$ cat config.mk
export PLATFORM = sky130hd
export DESIGN_NAME = adc_moving_avg
export DESIGN_NICKNAME = d
export VERILOG_FILES = /design/src/rtl/adc_pkg.sv /design/src/rtl/adc_sample_ring.sv /design/src/rtl/adc_moving_avg.sv
export SDC_FILE = /design/constraint.sdc
export NUM_CORES = 1
export LEC_CHECK = 0
export ABC_AREA = 1
export CORE_ASPECT_RATIO = 1.4
export CORE_MARGIN = 3
export CORE_UTILIZATION = 24
export CTS_BUF_LIST = sky130_fd_sc_hd__clkbuf_16
export DETAILED_ROUTE_END_ITERATION = 10
export PLACE_DENSITY = 0.4
export SYNTH_ARGS = -nofsm -noshare
export SYNTH_HDL_FRONTEND = slang
export SYNTH_HIERARCHICAL = 1
export SYNTH_SLANG_ARGS = --single-unit
$ cat constraint.sdc
create_clock -name clk -period 4.9 [get_ports clk]
set_input_delay 0.49 -clock clk [delete_from_list [all_inputs] [get_ports clk]]
set_output_delay 0.49 -clock clk [all_outputs]
set_load 0.02 [all_outputs]
$ cat src/rtl/adc_pkg.sv
// Shared constants and FSM state type for the ADC moving-average block.
package adc_pkg;

  localparam int ADC_W = 12;

  typedef enum logic {
    FILL = 1'b0,
    RUN  = 1'b1
  } adc_state_e;

endpackage

$ cat src/rtl/adc_sample_ring.sv
// Sample ring buffer with wrapping write pointer; the entry about to be
// overwritten is presented combinationally so the caller can evict it.
module adc_sample_ring
  import adc_pkg::*;
#(
  parameter int LOG2_DEPTH = 3
) (
  input  logic                  clk,
  input  logic                  reset,
  input  logic                  clear_i,
  input  logic                  wr_en_i,
  input  logic [ADC_W-1:0]      wr_data_i,
  output logic [ADC_W-1:0]      evict_o,
  output logic [LOG2_DEPTH-1:0] wr_ptr_o
);

  localparam int DEPTH = 1 << LOG2_DEPTH;

  logic [ADC_W-1:0]      mem_q [DEPTH];
  logic [LOG2_DEPTH-1:0] ptr_q;
  logic [LOG2_DEPTH-1:0] ptr_d;

  assign evict_o  = mem_q[ptr_q];
  assign wr_ptr_o = ptr_q;

  // Storage write; no reset, stale entries are masked while filling.
  always_ff @(posedge clk) begin
    if (wr_en_i) begin
      mem_q[ptr_q] <= wr_data_i;
    end
  end

  // Next write pointer: power-of-two depth makes the wrap implicit.
  always_comb begin
    ptr_d = ptr_q;
    if (clear_i) begin
      ptr_d = {LOG2_DEPTH{1'b0}};
    end else if (wr_en_i) begin
      ptr_d = ptr_q + LOG2_DEPTH'(1);
    end else begin
      ptr_d = ptr_q;
    end
  end

  // Write pointer register.
  always_ff @(posedge clk or posedge reset) begin
    if (reset) begin
      ptr_q <= {LOG2_DEPTH{1'b0}};
    end else begin
      ptr_q <= ptr_d;
    end
  end

endmodule

$ cat src/rtl/adc_moving_avg.sv
// Windowed moving average of ADC samples with a two-stage update pipeline.
// Optional hysteresis alarm enabled by defining ADC_AVG_ALARM_EN.
module adc_moving_avg
  import adc_pkg::*;
#(
  parameter int LOG2_DEPTH = 3
) (
  input  logic             clk,
  input  logic             reset,
  input  logic [ADC_W-1:0] din,
  input  logic             din_valid,
  input  logic             clear,
  input  logic [ADC_W-1:0] thr_hi,
  input  logic [ADC_W-1:0] thr_lo,
  output logic [ADC_W-1:0] avg,
  output logic             avg_valid,
  output logic             full,
  output logic             alarm
);

  localparam int SUM_W = ADC_W + LOG2_DEPTH;
  localparam logic [LOG2_DEPTH-1:0] LAST_IDX = {LOG2_DEPTH{1'b1}};

  adc_state_e            state_q, state_d;
  logic [LOG2_DEPTH-1:0] count_q, count_d;
  logic [SUM_W-1:0]      sum_q, sum_d;
  logic                  s1_valid_q, s1_valid_d;
  logic [ADC_W-1:0]      avg_q, avg_d;
  logic                  avg_valid_q, avg_valid_d;
  logic                  full_q;
  logic                  alarm_q, alarm_d;

  logic                  accept_s;
  logic                  stage2_fire_s;
  logic [ADC_W-1:0]      evict_s;
  logic [ADC_W-1:0]      old_s;
  logic [LOG2_DEPTH-1:0] wr_ptr_s;

  assign accept_s      = din_valid & ~clear;
  assign stage2_fire_s = s1_valid_q & ~clear;

  adc_sample_ring #(
    .LOG2_DEPTH (LOG2_DEPTH)
  ) u_ring (
    .clk       (clk),
    .reset     (reset),
    .clear_i   (clear),
    .wr_en_i   (accept_s),
    .wr_data_i (din),
    .evict_o   (evict_s),
    .wr_ptr_o  (wr_ptr_s)
  );

  logic unused_ptr_s;
  assign unused_ptr_s = ^wr_ptr_s;

  // FSM, stage-1 running sum and stage-2 average update.
  always_comb begin
    state_d     = state_q;
    count_d     = count_q;
    sum_d       = sum_q;
    s1_valid_d  = 1'b0;
    avg_d       = avg_q;
    avg_valid_d = 1'b0;
    old_s       = (state_q == RUN) ? evict_s : {ADC_W{1'b0}};
    if (clear) begin
      state_d = FILL;
      count_d = {LOG2_DEPTH{1'b0}};
      sum_d   = {SUM_W{1'b0}};
    end else begin
      if (stage2_fire_s) begin
        avg_d       = sum_q[SUM_W-1:LOG2_DEPTH];
        avg_valid_d = 1'b1;
      end else begin
        avg_d = avg_q;
      end
      if (accept_s) begin
        // Intermediate may wrap but the final sum is always in range.
        sum_d = sum_q + SUM_W'(din) - SUM_W'(old_s);
        case (state_q)
          FILL: begin
            count_d = count_q + LOG2_DEPTH'(1);
            if (count_q == LAST_IDX) begin
              state_d    = RUN;
              s1_valid_d = 1'b1;
            end else begin
              state_d = FILL;
            end
          end
          RUN: begin
            s1_valid_d = 1'b1;
          end
          default: begin
            state_d = FILL;
          end
        endcase
      end else begin
        sum_d = sum_q;
      end
    end
  end

`ifdef ADC_AVG_ALARM_EN
  // Hysteresis alarm evaluated against the average being published.
  always_comb begin
    alarm_d = alarm_q;
    if (stage2_fire_s) begin
      if (avg_d > thr_hi) begin
        alarm_d = 1'b1;
      end else if (avg_d < thr_lo) begin
        alarm_d = 1'b0;
      end else begin
        alarm_d = alarm_q;
      end
    end else begin
      alarm_d = alarm_q;
    end
  end
`else
  assign alarm_d = 1'b0;
  logic unused_thr_s;
  assign unused_thr_s = ^{thr_hi, thr_lo};
`endif

  // State and output registers.
  always_ff @(posedge clk or posedge reset) begin
    if (reset) begin
      state_q     <= FILL;
      count_q     <= {LOG2_DEPTH{1'b0}};
      sum_q       <= {SUM_W{1'b0}};
      s1_valid_q  <= 1'b0;
      avg_q       <= {ADC_W{1'b0}};
      avg_valid_q <= 1'b0;
      full_q      <= 1'b0;
      alarm_q     <= 1'b0;
    end else begin
      state_q     <= state_d;
      count_q     <= count_d;
      sum_q       <= sum_d;
      s1_valid_q  <= s1_valid_d;
      avg_q       <= avg_d;
      avg_valid_q <= avg_valid_d;
      full_q      <= (state_d == RUN);
      alarm_q     <= alarm_d;
    end
  end

  assign avg       = avg_q;
  assign avg_valid = avg_valid_q;
  assign full      = full_q;
  assign alarm     = alarm_q;

endmodule

==> reports/metrics.cfg, run 1 <==
[sta]
setup_viol = 0
slew-limit-headroom = 0.407
period_needed_ps = 3420
fin_crit_sh = 0.699
fin_ws_ps = 1480
grt_setup_unrepaired = no
max_freq_ghz = 0.292
finalClockSkew_ps = 12.9
final.setup.tns_ps = 0
hold_viol_final = 0
drv_slew = 0
worst_slew_pin_slew_ps = 888

[detailed_routing]
drc_errors = 0
firstDrtPassIters = 4
routedWlPerCell_um = 14.1
postRouteWirelength_um = 17100
postRouteAntennaNets = 0
vias = 4820
first_iter_violations = 207
viasPerCell = 3.98

[layout]
area_growth_pct = 18.8
instances_no_fill = 1212
n_fill_cell = 2927
drive_gt1_frac = 0.0653
mostFrequentLayoutCells = nand2_1, inv_1, edfxtp_1
final_common_cell = nand2_1
diodes = 0
fin_nets = 899

[status]
status = finished, final reports clean

[worst_hold_path]
hp-class = in2async

[grt]
grt_max_degree = 44
grt_overflow_total = 0
antenna_found_initial = 0
grt_pass1_wl_um = 27000
grt_util_all_layers = 0.118
grt_pass1_vias = 4820

[die]
initial_core_util = 0.246
die-area_um2 = 30600
rows = 72
core-area_um2 = 27800
design.portCount = 55
die_w_um = 149
die_h_um = 206

[clocking]
cts_max_level = 4
post_cts_buffers = 0
cts_tree = built
clk_pin_slew_worst_paths_ps = 60
cts_resized = 0
insertion_delay_ps = 430
cts_buffer_depth = 2
numCtsBuffers = 17
cts.sinks = 132
root_buffer = clkbuf_16
cts_hold_buf = 0

[yosys]
synthesis.nets = 861
yosysSeqAreaShare = 0.553
synth_seq_cells = 132
syn_area_per_cell_um2 = 8.64
yosysWarnings = 6
synth.distinct_cells = 29
synthesis.area_um2 = 6840
syn_inst = 791

[job]
max_cap_viol_count = 0

[power_and_ir_drop]
leakage_uw = 0.00389
p_total_uw = 3350
peakVddDrop_mv = 0.201
power_per_cell_area_nw_per_um2 = 412

[critical_path]
crit_required_ps = 5210
worstSetupPathType = reg2reg
timing.rr.start = u_ring/wr_ptr_o[1]$_DFFE_PP0P_
arrival_ps = 3740
cp-startpoint = u_ring/wr_ptr_o[1]$_DFFE_PP0P_
cp-end-kind = register
cp-start-kind = register
crit_fanout = 11

[place]
place_hpwl_um = 11700
dp_cells = 1180
gp_congestion = 0.796
dp_slack_ps = 1430
io_buffers = 29

power breakdown:
part	switching, µW	internal (µW)	total [µW]
combinational	531	282	813
sequential	33.5	1260	1290
clock	458	782	1240
cell families (layout without fill, tap and decap cells):
| family | count (synthesis) | after routing | synth area share |
|---|---|---|---|
| AO/OA/AOI/OAI | 40 | 40 | 0.0318 |
| buffers and inverters | 190 | 241 | 0.113 |
| flip-flops | 132 | 132 | 0.553 |
| AND/OR/NAND/NOR | 396 | 396 | 0.230 |
| XOR/XNOR | 1 | 1 | 0.00128 |
| adder cells (fa/ha/maj) | 30 | 30 | 0.0681 |
| other | 1 | 1 | 0.000548 |
| multiplexers | 1 | 1 | 0.00165 |
flip-flops by register name, summed over array words and instances, names as in the netlist:
signal / flops
u_ring/wr_ptr_o: 3
count_q: 3
s1_valid_q: 1
full: 1
avg: 12
sum_q: 15
u_ring/mem_q: 96
avg_valid: 1
per-layer routing:
layer / wire, µm / GRT usage / share of wire
met4: 436 / 0.0551 / 0.025
met2: 8740 / 0.207 / 0.51
met5: 0 / 0 / 0
met1: 7510 / 0.137 / 0.44
met3: 414 / 0.0258 / 0.024
stage by stage:
step                      utilization  instance area, µm²  hold slack [ps]
final                           0.292                8120              352
after global routing            0.292                8120              343
after CTS                       0.292                8120              339
after detailed placement        0.271                7550              467
after global placement          0.271                7550              463
after floorplan                     -                6840              244
cell type report:
class	instances	area (µm²)	area share
clock buffer	17	425	0.0524
clock inverter	15	146	0.0180
inverter	167	627	0.0772
multi-input combinational	469	2290	0.282
sequential	132	3780	0.466
tap	370	463	0.0570
timing repair buffer	42	388	0.0477
cell usage after synthesis (all sizes together):
cell      n  area share
a211oi    1      0.0011
a21oi    13       0.011
buf      21       0.020
clkbuf    2      0.0013
conb      1     0.00055
dfrtp    36        0.13
edfxtp   96        0.42
fa       12       0.035
ha       18       0.033
inv     167       0.092
mux2      1      0.0016
nand2   321        0.18
nand3    40       0.029
nand3b    2      0.0022
nand4     2      0.0018
nor2     29       0.018
nor3      2      0.0015
o21ai    23       0.017
o22ai     3      0.0027
xnor2     1      0.0013
critical path, stage by stage, from the launching register on:
cell and delay, ps:
dfrtp_1 640, nand2_1 160, inv_1 460, nand3_1 140
nand2_1 100, inv_1 40, nand2_1 100, nand2_1 70
inv_1 100, fa_1 410, inv_1 70, ha_1 260
nor2_1 180, inv_1 60, nand3_1 100, nand2_2 110
nand2_1 100, nand3_1 80, nand3_1 90, nand2_1 50
path summary, 6_finish.rpt:
path / to / slack (ps) / cells after the start
setup / recovery: sum_q[14]$_DFFE_PP0P_ / 1480 / 19
hold / removal: u_ring/wr_ptr_o[2]$_DFFE_PP0P_ / 350 / 2
setup reg to reg: sum_q[14]$_DFFE_PP0P_ / 1480 / 19
hold reg to reg: sum_q[10]$_DFFE_PP0P_ / 480 / 2
max in group asynchronous: full$_DFFE_PP0P_ / 3680 / 3
min in group clk: sum_q[10]$_DFFE_PP0P_ / 480 / 2
Power figures use the tool's default switching activity.
==> run 2: changes to the inputs <==
--- a/config.mk
+++ b/config.mk
@@ -11,7 +11,7 @@
 export CORE_UTILIZATION = 24
 export CTS_BUF_LIST = sky130_fd_sc_hd__clkbuf_16
 export DETAILED_ROUTE_END_ITERATION = 10
-export PLACE_DENSITY = 0.4
+export PLACE_DENSITY = 0.41
 export SYNTH_ARGS = -nofsm -noshare
 export SYNTH_HDL_FRONTEND = slang
 export SYNTH_HIERARCHICAL = 1
==> constraint.sdc (replaced) <==
create_clock -name clk -period 2.94 [get_ports clk]
set_input_delay 0.294 -clock clk [delete_from_list [all_inputs] [get_ports clk]]
set_output_delay 0.294 -clock clk [all_outputs]
set_load 0.02 [all_outputs]
==> reports/metrics.cfg, run 2 (synthesis gave the netlist of run 1 again) <==
[critical_path]
crit_required_ps = 3240
cp-start-kind = register
critPathMaxStageDelay_ps = 490
timing.rr.start = u_ring/wr_ptr_o[0]$_DFFE_PP0P_
cp_slowest_cell = fa_1
cp-startpoint = u_ring/wr_ptr_o[0]$_DFFE_PP0P_
worstSetupPathType = reg2reg
ff2ff_setup_slack_ps = 90
worstPathCellList = inv_8 -> buf_6 -> nand2_1 -> nand3_1 -> nand2_1 -> inv_1 -> nand2_1 -> nand2_1 -> inv_1 -> fa_1 -> inv_2 -> fa_2 -> nand2_2 -> nand2_1 -> nand3_1 -> nand2_2 -> nand2_2 -> nand3_1 -> nand3_1 -> nand2_1
arrival_ps = 3150
crit_end = sum_q[14]$_DFFE_PP0P_
cp.depth = 20
crit_family = simple AND/OR/NAND/NOR gates
r2r-end = sum_q[14]$_DFFE_PP0P_
crit_fanout = 6
reg2reg_depth = 20
cp-end-kind = register
path_buf_inv = 5
cpMostUsedCell = nand2_1

[sta]
drv_slew = 0
final.setup.tns_ps = 0
hold_viol_final = 0
period_needed_ps = 2850
fin_crit_sh = 0.968
max_freq_ghz = 0.351
grt_setup_unrepaired = yes
worst_slew_pin_slew_ps = 690
slew-limit-headroom = 0.540
finalClockSkew_ps = 8.03
setup_viol = 0
fin_ws_ps = 93.1

[layout]
largest_reg_flops = 96
multi_input_area_um2 = 2540
regArea_um2 = 3790
n_fill_cell = 2883
mostFrequentLayoutCells = nand2_1, inv_1, edfxtp_1
final_common_cell = nand2_1
fin_nets = 959
max_flop_register = u_ring/mem_q
diodes = 0
drive_gt1_frac = 0.196
final_core_util = 0.324
area_growth_pct = 32.0

[detailed_routing]
firstDrtPassIters = 7
viasPerCell = 4.01
routedWlPerCell_um = 14.1
postRouteWirelength_um = 18000
first_iter_violations = 250
drc_errors = 0
postRouteAntennaNets = 0
vias = 5096

[clocking]
cts_buffer_depth = 2
clk_pin_slew_worst_paths_ps = 60
cts_hold_buf = 0
insertion_delay_ps = 410
cts_max_level = 4
cts.sinks = 132
numCtsBuffers = 17
cts_tree = built
root_buffer = clkbuf_16

[place]
io_buffers = 29
dp_slack_ps = -81.8
place_hpwl_um = 12900
gp_congestion = 0.786

[power_and_ir_drop]
peakVddDrop_mv = 0.338
power_per_cell_area_nw_per_um2 = 685
leakage_uw = 0.00427

[grt]
antenna_found_initial = 0
grt_util_all_layers = 0.121
grt_pass1_vias = 5142
grt_overflow_total = 0
grt_max_degree = 31
grt_pass1_wl_um = 28000

[die]
die_h_um = 206
design.portCount = 55
initial_core_util = 0.246
core-area_um2 = 27800
die-area_um2 = 30600
die_w_um = 149
rows = 72

[worst_hold_path]
hp-class = in2async

[status]
status = finished, final reports clean

[job]
max_cap_viol_count = 0

## run 2: changes by cell type in the layout (fill, tap and decap cells not counted), sizes merged
cell | previous run | this run
clkbuf | 17 | 19
bufinv | 3 | 4
buf | 13 | 71
clkinvlp | 2 | 0
inv | 168 | 170
clkinv | 9 | 8
## run 2: worst min path at each step
stage,endpoint,slack (ps),cells past startpoint
final,u_ring/wr_ptr_o[1]$_DFFE_PP0P_,150,2
after floorplan,u_ring/wr_ptr_o[0]$_DFFE_PP0P_,50,1
after detailed placement,sum_q[10]$_DFFE_PP0P_,470,2
after CTS,u_ring/wr_ptr_o[2]$_DFFE_PP0P_,130,2
after global placement,sum_q[10]$_DFFE_PP0P_,470,2
after global routing,u_ring/wr_ptr_o[2]$_DFFE_PP0P_,180,2
## run 2: final cells by class
| class | instances | area share |
|---|---|---|
| sequential | 132 | 0.419 |
| multi-input combinational | 469 | 0.281 |
| timing repair buffer | 102 | 0.111 |
| inverter | 167 | 0.0703 |
| tap | 370 | 0.0513 |
| clock buffer | 17 | 0.0471 |
| clock inverter | 15 | 0.0191 |
## run 2: metal layers
metal | global-route usage | share of wire
met5 | 0 | 0
met1 | 0.135 | 0.41
met3 | 0.0209 | 0.018
met4 | 0.0456 | 0.023
met2 | 0.228 | 0.54
## run 2: through the flow
stage               instance area, µm²  power [µW]  hold slack (ps)  instances
floorplan                         6840        3190             47.6        791
global placement                  8010        3720              466       1230
detailed placement                8010        3720              469       1230
CTS                               8750        6010              133       1269
global route                      9030        6570              177       1272
finish                            9030        6180              146       1272
## run 2: timing repair
action | in CTS | in global routing
buffers inserted | 6 | 2
pin swaps | 1 | 9
gates resized for setup | 14 | 70
endpoints found under the setup margin | 10 | 13
cloned | 1 | 2
## run 2: power by group
group | switching, µW | internal (µW) | total [µW]
registers | 51.7 | 2100 | 2150
logic | 1080 | 798 | 1880
clock network | 759 | 1400 | 2150
## run 2: worst register-to-register path: cells and delay by family (launching register included)
| family | cells | cell delay (ps) |
|---|---|---|
| adders and majority gates | 2 | 880 |
| buffers and inverters | 5 | 430 |
| DFF | 1 | 470 |
| and+or+nand+nor | 13 | 970 |
==> run 3: changes to the inputs <==
--- a/config.mk
+++ b/config.mk
@@ -11,7 +11,8 @@
 export CORE_UTILIZATION = 24
 export CTS_BUF_LIST = sky130_fd_sc_hd__clkbuf_16
 export DETAILED_ROUTE_END_ITERATION = 10
-export PLACE_DENSITY = 0.41
+export DONT_BUFFER_PORTS = 1
+export PLACE_DENSITY = 0.38
 export SYNTH_ARGS = -nofsm -noshare
 export SYNTH_HDL_FRONTEND = slang
 export SYNTH_HIERARCHICAL = 1
==> reports/metrics.cfg, run 3 (synthesis gave the netlist of run 1 again) <==
[status]
status = finished, final reports clean

[detailed_routing]
routedWlPerCell_um = 14.9
routedLengthMet1_um = 7760
top_layer_used = met4
viasPerCell = 3.96
postRouteAntennaNets = 0
drc_errors = 0
firstDrtPassIters = 4
postRouteWirelength_um = 18500
dr_wl_met2_um = 10300
first_iter_violations = 259
routed-wl-met3_um = 325
vias = 4911

[die]
die_h_um = 206
die-area_um2 = 30600
rows = 72
initial_core_util = 0.246
core-area_um2 = 27800
die_w_um = 149
design.portCount = 55

[sta]
slew-limit-headroom = 0.465
finalClockSkew_ps = 14.2
max_freq_ghz = 0.342
fin_crit_sh = 0.993
drv_slew = 0
final.setup.tns_ps = 0
hold_viol_final = 0
period_needed_ps = 2920
setup_viol = 0
grt_setup_unrepaired = yes
worst_slew_pin_slew_ps = 801

[critical_path]
worstSetupPathType = reg2reg
crit_fanout = 8
r2r-end = sum_q[14]$_DFFE_PP0P_
cp-start-kind = register
ff2ff_setup_slack_ps = 20
timing.rr.start = u_ring/wr_ptr_o[0]$_DFFE_PP0P_
reg2reg_depth = 22
arrival_ps = 3280
cp-end-kind = register
crit_required_ps = 3300

[power_and_ir_drop]
internal-power_uw = 4000
power_per_cell_area_nw_per_um2 = 682
clockPowerShare = 0.323
peakVddDrop_mv = 0.333
combPwrFrac = 0.311
p_seq_frac = 0.366
leakage_uw = 0.00411
power.switching_uw = 1920
switching_share = 0.325

[grt]
grt_overflow_total = 0
grt_pass1_vias = 5037
grt_max_degree = 34
grt_pass1_wl_um = 28800
grt_util_all_layers = 0.127
antenna_found_initial = 0

[place]
gp_congestion = 0.774
dp_cells = 1183
io_buffers = 0
place_hpwl_um = 12600

[layout]
fin_nets = 926
regArea_um2 = 3790
max_flop_register = u_ring/mem_q
largest_reg_flops = 96
instances_no_fill = 1239
multi_input_area_um2 = 2610
drive_gt1_frac = 0.200
final_common_cell = nand2_1
n_fill_cell = 2934
diodes = 0
area_growth_pct = 27.1
mostFrequentLayoutCells = nand2_1, inv_1, edfxtp_1

[worst_hold_path]
hold_end = u_ring/wr_ptr_o[0]$_DFFE_PP0P_
worstHoldStart = clear
hp-class = in2reg
hold_path_depth = 3

[clocking]
cts_buffer_depth = 2
numCtsBuffers = 17
cts.sinks = 132
clk_pin_slew_worst_paths_ps = 60
insertion_delay_ps = 420
root_buffer = clkbuf_16
cts_tree = built
cts_max_level = 4

[job]
max_cap_viol_count = 0

## run 3: cell types whose count changed in the layout (fill, tap and decap cells not counted), sizes merged
cell,previous run,this run
clkinvlp,0,4
bufinv,4,1
dlygate4sd3,0,14
buf,71,52
clkdlybuf4s50,29,0
## run 3: power groups by stage
stage                     Sequential, µW  Clock (µW)  Combinational, µW
after floorplan                     2190           0                998
after global placement              2200           0               1410
after detailed placement            2210           0               1410
after CTS                           2170        1980               1560
after global routing                2180        2060               2080
final                               2170        1920               1840
## run 3: final cells by class
class	instances	share of cell area
sequential	132	0.436
multi-input combinational	469	0.301
timing repair buffer	68	0.0761
inverter	167	0.0730
tap	370	0.0533
clock buffer	17	0.0489
clock inverter	15	0.0117
timing repair inverter	1	0.000864
## run 3: metrics by stage
stage / power [µW] / util / area (µm²) / setup slack (ps) / hold slack, ps
floorplan: 3190 / - / 6840 / 204 / 47.6
global placement: 3610 / 0.271 / 7540 / -176 / 69.3
detailed placement: 3620 / 0.271 / 7540 / -175 / 76.3
CTS: 5720 / 0.299 / 8330 / -39.7 / 6.26
global route: 6320 / 0.312 / 8690 / -181 / 20.7
finish: 5930 / 0.312 / 8690 / 19.9 / 39.7
## run 3: metal layers
metal	GRT usage	up-vias
met2	0.240	33
met4	0.0376	0
met5	0	-
li1	-	2541
met3	0.0256	4
met1	0.142	2333
## run 3: critical path, cell delays in order, from the launching register on
cell and delay (ps):
dfrtp_2 480, buf_6 170, buf_12 140, nand2_4 50, nand2_2 40, nand2_1 50
nand2_1 50, nand2_1 60, nand2_2 70, nand2_2 70, inv_2 40, fa_1 550
inv_2 50, fa_2 390, nand2_4 100, nand2_2 60, nand3_2 90, nand2_4 80
nand2_2 80, nand2_1 50, nand2_1 50, nand3_1 70, nand2_1 70
## run 3: worst max-delay path by stage
stage          slack, ps                     to                            from  cells past startpoint
6_report              20  sum_q[14]$_DFFE_PP0P_  u_ring/wr_ptr_o[0]$_DFFE_PP0P_                     22
5_1_grt             -180  sum_q[14]$_DFFE_PP0P_  u_ring/wr_ptr_o[0]$_DFFE_PP0P_                     22
4_1_cts              -40  sum_q[12]$_DFFE_PP0P_  u_ring/wr_ptr_o[0]$_DFFE_PP0P_                     19
2_1_floorplan        200  sum_q[14]$_DFFE_PP0P_  u_ring/wr_ptr_o[1]$_DFFE_PP0P_                     21
3_3_place_gp        -180  sum_q[12]$_DFFE_PP0P_  u_ring/wr_ptr_o[0]$_DFFE_PP0P_                     19
3_5_place_dp        -170  sum_q[11]$_DFFE_PP0P_  u_ring/wr_ptr_o[0]$_DFFE_PP0P_                     20
## run 3: repair_timing
item	4_1_cts	5_1_grt
hold buffers	14	0
gates resized for setup	23	83
pin swaps	0	25
setup buffers	3	4
gates cloned	1	2
setup endpoints to repair	12	12
hold endpoints to repair	133	0
